==> config.mk <==
export PLATFORM = sky130hd
export DESIGN_NAME = hack_board_shell
export DESIGN_NICKNAME = d
export VERILOG_FILES = /design/src/rtl/hack_board_shell.sv
export SDC_FILE = /design/constraint.sdc
export NUM_CORES = 1
export LEC_CHECK = 0
export ABC_CLOCK_PERIOD_IN_PS = 2300
export BUFFER_PORTS_ARGS = -buffer_cell sky130_fd_sc_hd__buf_2
export CAP_MARGIN = 20
export CORE_MARGIN = 1
export CORE_UTILIZATION = 53
export DETAILED_ROUTE_END_ITERATION = 6
export MAX_ROUTING_LAYER = met4
export PLACE_DENSITY = 0.86
export SYNTH_ARGS = -nofsm -noshare
export SYNTH_HDL_FRONTEND = slang
export SYNTH_SLANG_ARGS = --single-unit
export TNS_END_PERCENT = 1
==> constraint.sdc <==
create_clock -name clk -period 2.3 [get_ports clk]
set_input_delay 0.115 -clock clk [delete_from_list [all_inputs] [get_ports clk]]
set_output_delay 0.115 -clock clk [all_outputs]
set_load 0.02 [all_outputs]
==> src/rtl/hack_board_shell.sv <==
// Board shell for the Hack core on Basys3.
// Debounces the buttons, runs the core in HOLD/RUN/PAUSE modes, captures
// core writes into an LED register and drives the LEDs from a selectable source.
module hack_board_shell #(
  parameter int          DATA_W          = 16,
  parameter int          ADDR_W          = 15,
  parameter int unsigned LED_ADDR        = 'h6001,
  parameter int          DIV             = 100,
  parameter int          DEBOUNCE_CYCLES = 1000000,
  parameter int          START_RUN       = 0
) (
  input  logic              clk,
  input  logic              reset,
  input  logic              btn_reset,
  input  logic              btn_run,
  input  logic              btn_step,
  input  logic [1:0]        disp_sel,
  input  logic [DATA_W-1:0] outM,
  input  logic [ADDR_W-1:0] addressM,
  input  logic              writeM,
  input  logic [ADDR_W-1:0] pc,
  output logic              cpu_ce,
  output logic              cpu_reset,
  output logic [DATA_W-1:0] leds
);

  typedef enum logic [1:0] {
    HOLD  = 2'b00,
    RUN   = 2'b01,
    PAUSE = 2'b10
  } state_t;

  localparam int CNT_W = (DEBOUNCE_CYCLES > 1) ? $clog2(DEBOUNCE_CYCLES) : 1;
  localparam logic [CNT_W-1:0] DB_LAST = CNT_W'(DEBOUNCE_CYCLES - 1);
  localparam int DIV_W = (DIV > 1) ? $clog2(DIV) : 1;
  localparam logic [DIV_W-1:0] DIV_LAST = DIV_W'(DIV - 1);
  localparam logic CE_ON_ENTRY = (DIV == 1);
  localparam logic [ADDR_W-1:0] LED_ADDR_C = ADDR_W'(LED_ADDR);

  // Button bit order: 0 = core reset, 1 = run/pause, 2 = single step
  logic [2:0]       btn_raw;
  logic [2:0]       sync_a;
  logic [2:0]       sync_b;
  logic [2:0]       deb;
  logic [2:1]       deb_q;
  logic [CNT_W-1:0] db_cnt [3];
  logic             run_rise;
  logic             step_rise;

  state_t           state;
  logic [DIV_W-1:0] divider;
  logic [DIV_W-1:0] div_next;
  logic [13:0]      instr_cnt;
  logic [DATA_W-1:0] led_reg;
  logic [DATA_W-1:0] last_wr;
  logic [15:0]      status;

  assign btn_raw   = {btn_step, btn_run, btn_reset};
  assign run_rise  = deb[1] & ~deb_q[1];
  assign step_rise = deb[2] & ~deb_q[2];
  assign div_next  = (divider == DIV_LAST) ? '0 : divider + 1'b1;
  assign status    = {state, instr_cnt};

  // Two-flop synchroniser for the asynchronous button inputs
  always_ff @(posedge clk) begin
    if (reset) begin
      sync_a <= '0;
      sync_b <= '0;
    end else begin
      sync_a <= btn_raw;
      sync_b <= sync_a;
    end
  end

  // Debounce: accept a new level only after it has held for DEBOUNCE_CYCLES in a row
  always_ff @(posedge clk) begin
    if (reset) begin
      deb   <= '0;
      deb_q <= '0;
      for (int i = 0; i < 3; i++) db_cnt[i] <= '0;
    end else begin
      deb_q <= deb[2:1];
      for (int i = 0; i < 3; i++) begin
        if (sync_b[i] == deb[i]) begin
          db_cnt[i] <= '0;
        end else if (db_cnt[i] == DB_LAST) begin
          deb[i]    <= sync_b[i];
          db_cnt[i] <= '0;
        end else begin
          db_cnt[i] <= db_cnt[i] + 1'b1;
        end
      end
    end
  end

  // Run-control FSM with registered clock-enable and core reset
  always_ff @(posedge clk) begin
    if (reset || deb[0]) begin
      state     <= HOLD;
      divider   <= '0;
      cpu_ce    <= 1'b0;
      cpu_reset <= 1'b1;
    end else begin
      case (state)
        HOLD: begin
          cpu_reset <= 1'b0;
          divider   <= '0;
          if (START_RUN != 0) begin
            state  <= RUN;
            cpu_ce <= CE_ON_ENTRY;
          end else begin
            state  <= PAUSE;
            cpu_ce <= 1'b0;
          end
        end
        RUN: begin
          if (run_rise) begin
            state   <= PAUSE;
            divider <= '0;
            cpu_ce  <= 1'b0;
          end else begin
            divider <= div_next;
            cpu_ce  <= (div_next == DIV_LAST);
          end
        end
        PAUSE: begin
          if (run_rise) begin
            state   <= RUN;
            divider <= '0;
            cpu_ce  <= CE_ON_ENTRY;
          end else begin
            cpu_ce <= step_rise;
          end
        end
        default: begin
          state     <= HOLD;
          divider   <= '0;
          cpu_ce    <= 1'b0;
          cpu_reset <= 1'b1;
        end
      endcase
    end
  end

  // Capture core writes that happen on an enabled cycle
  always_ff @(posedge clk) begin
    if (reset) begin
      last_wr <= '0;
      led_reg <= '0;
    end else if (cpu_ce && writeM) begin
      last_wr <= outM;
      if (addressM == LED_ADDR_C) led_reg <= outM;
    end
  end

  // Executed-instruction counter, cleared while the core is held in reset
  always_ff @(posedge clk) begin
    if (reset || state == HOLD) begin
      instr_cnt <= '0;
    end else if (cpu_ce) begin
      instr_cnt <= instr_cnt + 1'b1;
    end
  end

  // Registered LED source mux
  always_ff @(posedge clk) begin
    if (reset) begin
      leds <= '0;
    end else begin
      case (disp_sel)
        2'd0:    leds <= led_reg;
        2'd1:    leds <= DATA_W'(pc);
        2'd2:    leds <= last_wr;
        default: leds <= DATA_W'(status);
      endcase
    end
  end

endmodule

==> summary.txt <==
yosys synthesis warning count -> 0
Post-synth EDFFs -> 60
die width -> 117 µm
CP endpoint kind -> flop
Die ar. -> 0.0136 mm²
vias in the first global route -> 5763
Max Root-Sink Buffers -> 2
CORE AREA -> 0.0127 mm²
unrepaired setup endpoints after global routing -> no
sequential fraction of the synthesis area -> 50.0%
Routed Antenna Nets -> 0
Clock Sinks -> 144
1st-iter DRT viols -> 368
clk_skew -> 0.00667 ns
synthesized area per cell -> 9.85 µm²
drt total wl -> 16500 µm
Total GRT Usage -> 27.0%
post-synthesis register bit count -> 144
I/O pin cnt -> 72
asr flop ratio synth -> 0%
Crit Reg-Reg Startpoint -> db_cnt[1][10]$_SDFFCE_PN0P_
Fmax -> 452 MHz
PortBufs -> 71
drt first pass iters -> 5
P&R area growth vs syn -> 22.5%
clock root buffer -> clkbuf_16
most flop-heavy register -> db_cnt
Crit Path Max Fanout -> 19
TritonCTS Buffers -> 17
final std cells w/o fill -> 1037
Worst-Skew Late Latency -> 0.41 ns
Fill cells -> 962
layout net count -> 916
initial antenna violation count -> 1
Worst R2R Path Depth -> 5
commonest non-fill, non-tap cell in the layout -> dfxtp_1
Remaining Overflow, GRT -> 0
vias after detailed routing -> 5825
Avg WL per Cell -> 15.9 µm
final setup TNS -> 0 ns
Pwr Density -> 720 mW/mm²
CP max-delay cell -> or4_4
Cell Area, Placed -> 0.00772 mm²
max-slew violations -> 0
CP Class -> reg2reg
fin crit share -> 96.2%
CP arrival -> 2.37 ns
Routability Congestion -> 0.871
Worst VDD drop -> 0.000456 V
critical path launch point type -> flop
R2R setup slack -> 0.09 ns
most frequent cells in the layout -> dfxtp_1, buf_2, nand2_1
Clock transition at path regs -> 0.06 ns
first-pass GRT wire length -> 27200 µm
H-tree levels -> 4
die height -> 117 µm
cell row count -> 41
DRC -> 0
CTS tree -> done
crit-path cells -> or4_1, or4_4, o21ai_4, buf_12, nor2_1
DP HPWL -> 10600 µm
FF+latch area -> 0.00348 mm²
starting density of the core -> 54.8%
Final Hold Vio Count -> 0
Hold Path Class -> in2reg
crit path from -> db_cnt[1][10]$_SDFFCE_PN0P_
Synth Cell Area -> 0.00697 mm²
max incr delay on CP -> 0.60 ns
Multi-input gate area -> 0.00348 mm²
Reg2Reg Capture Point -> db_cnt[1][13]$_SDFFCE_PN0P_
predominant post-synthesis flop cell -> dfxtp_1
pin count of the biggest net entering global routing -> 28
Finished Cell Area -> 0.00853 mm²
status -> finished clean
Final min period -> 2.21 ns
Setup-failing EPs final -> 0
via/cell ratio -> 5.62
Max Cap Violations -> 0
worst slew pin tran -> 0.717 ns
cells after synthesis -> 707
max reg flops -> 60
crit path to -> db_cnt[1][13]$_SDFFCE_PN0P_
Relative slew margins -> 52.2%
Worst EP required -> 2.46 ns
Post-Place Cells -> 984
library cells used by synthesis -> 50
Leak Pwr -> 0.00310 µW
share of cells above drive strength 1 -> 16.6%
[worst max-delay path: cells and delay by family, from the launching register on]
family	cells	cell delay, ns
DFF	1	0.44
buffers and inverters	1	0.16
and+or+nand+nor	3	1.18
AOI/OAI and AO/OA	1	0.17
[per-stage QoR]
step | setup WS, ns | power [µW] | hold slack, ns | util (%)
finish | 0.0873 | 6140 | 0.156 | 67.0
global route | 0.0501 | 6330 | 0.157 | 67.0
CTS | 0.0367 | 6140 | 0.137 | 67.0
global placement | 0.142 | 3370 | 0.324 | 60.7
detailed placement | 0.0983 | 3380 | 0.342 | 60.7
floorplan | 0.118 | 3220 | 0.220 | -
[worst min-delay path by stage]
stage / from / to / slack (ns) / cells after the start
final: pc[10] / leds[10]$_SDFF_PP0_ / 0.16 / 3
after global routing: pc[10] / leds[10]$_SDFF_PP0_ / 0.16 / 3
after CTS: reset / sync_b[0]$_SDFF_PP0_ / 0.14 / 2
after detailed placement: btn_step / sync_a[2]$_SDFF_PP0_ / 0.34 / 2
after global placement: btn_step / sync_a[2]$_SDFF_PP0_ / 0.32 / 2
after floorplan: reset / cpu_reset$_SDFFE_PP1N_ / 0.22 / 2
[synthesized netlist by cell type (5+ instances only)]
master     n  area share, %
mux4_2    15            4.8
inv_1     16           0.86
or3_1     16            1.4
and3_1    11           0.99
nand2_1   63            3.4
a21oi_1   61            4.4
or2_2      5           0.45
clkbuf_1  32            1.7
nand3_1   41            2.9
nor3_1    12           0.86
mux2i_1    5           0.72
nor2_1    60            3.2
ha_1      11            2.0
o21ai_0   31            2.2
nor4_1     9           0.81
o31ai_1   10            1.1
nor2b_1   26            2.3
xnor2_1   21            2.6
xor2_1    30            3.8
or4_1     10            1.1
and4_1     7           0.88
edfxtp_1  60             26
nand4_1   19            1.7
and2_1     6           0.54
dfxtp_1   84             24
[area by class of cell]
class                      instances  area share [%]
multi-input combinational        566            40.8
antenna                            1          0.0293
clock buffer                      24            6.41
tap                              172            2.52
sequential                       144            40.8
timing repair buffer             106            7.95
clock inverter                     8           0.719
inverter                          16           0.704
[layer usage]
metal  vias to the layer above  wire, µm  track usage [%]
met4                         0       495             11.9
met5                         -         0                -
met2                       247      8220             45.4
met3                        45      1130             5.40
met1                      2743      6640             31.4
li1                       2790         -                -
[cells by family after synthesis]
kind of cell               Yosys count  synth area share, %
AOI/OAI and AO/OA                  121                 9.95
xor gates and xnor gates            51                 6.41
adders and majority gates           11                 1.98
buffers and inverters               56                 3.18
DFF                                144                 50.0
muxes                               20                 5.57
other                                1               0.0538
and+or+nand+nor                    303                 22.8
[power by group]
part           total (µW)  leakage (µW)  internal [µW]  switching [µW]
Clock                2760      0.000290           1680            1080
Combinational         563       0.00151            233             331
Sequential           2820       0.00130           2750            79.7
Total                6140       0.00310           4650            1490
[repair_timing]
action / 4_1_cts / 5_1_grt
hold buffers: 19 / 0
hold endpoints to repair: 35 / 0
resized for setup: 0 / 0
buffers inserted: 0 / 1
setup endpoints to repair: 0 / 18
Power figures use the tool's default switching activity.
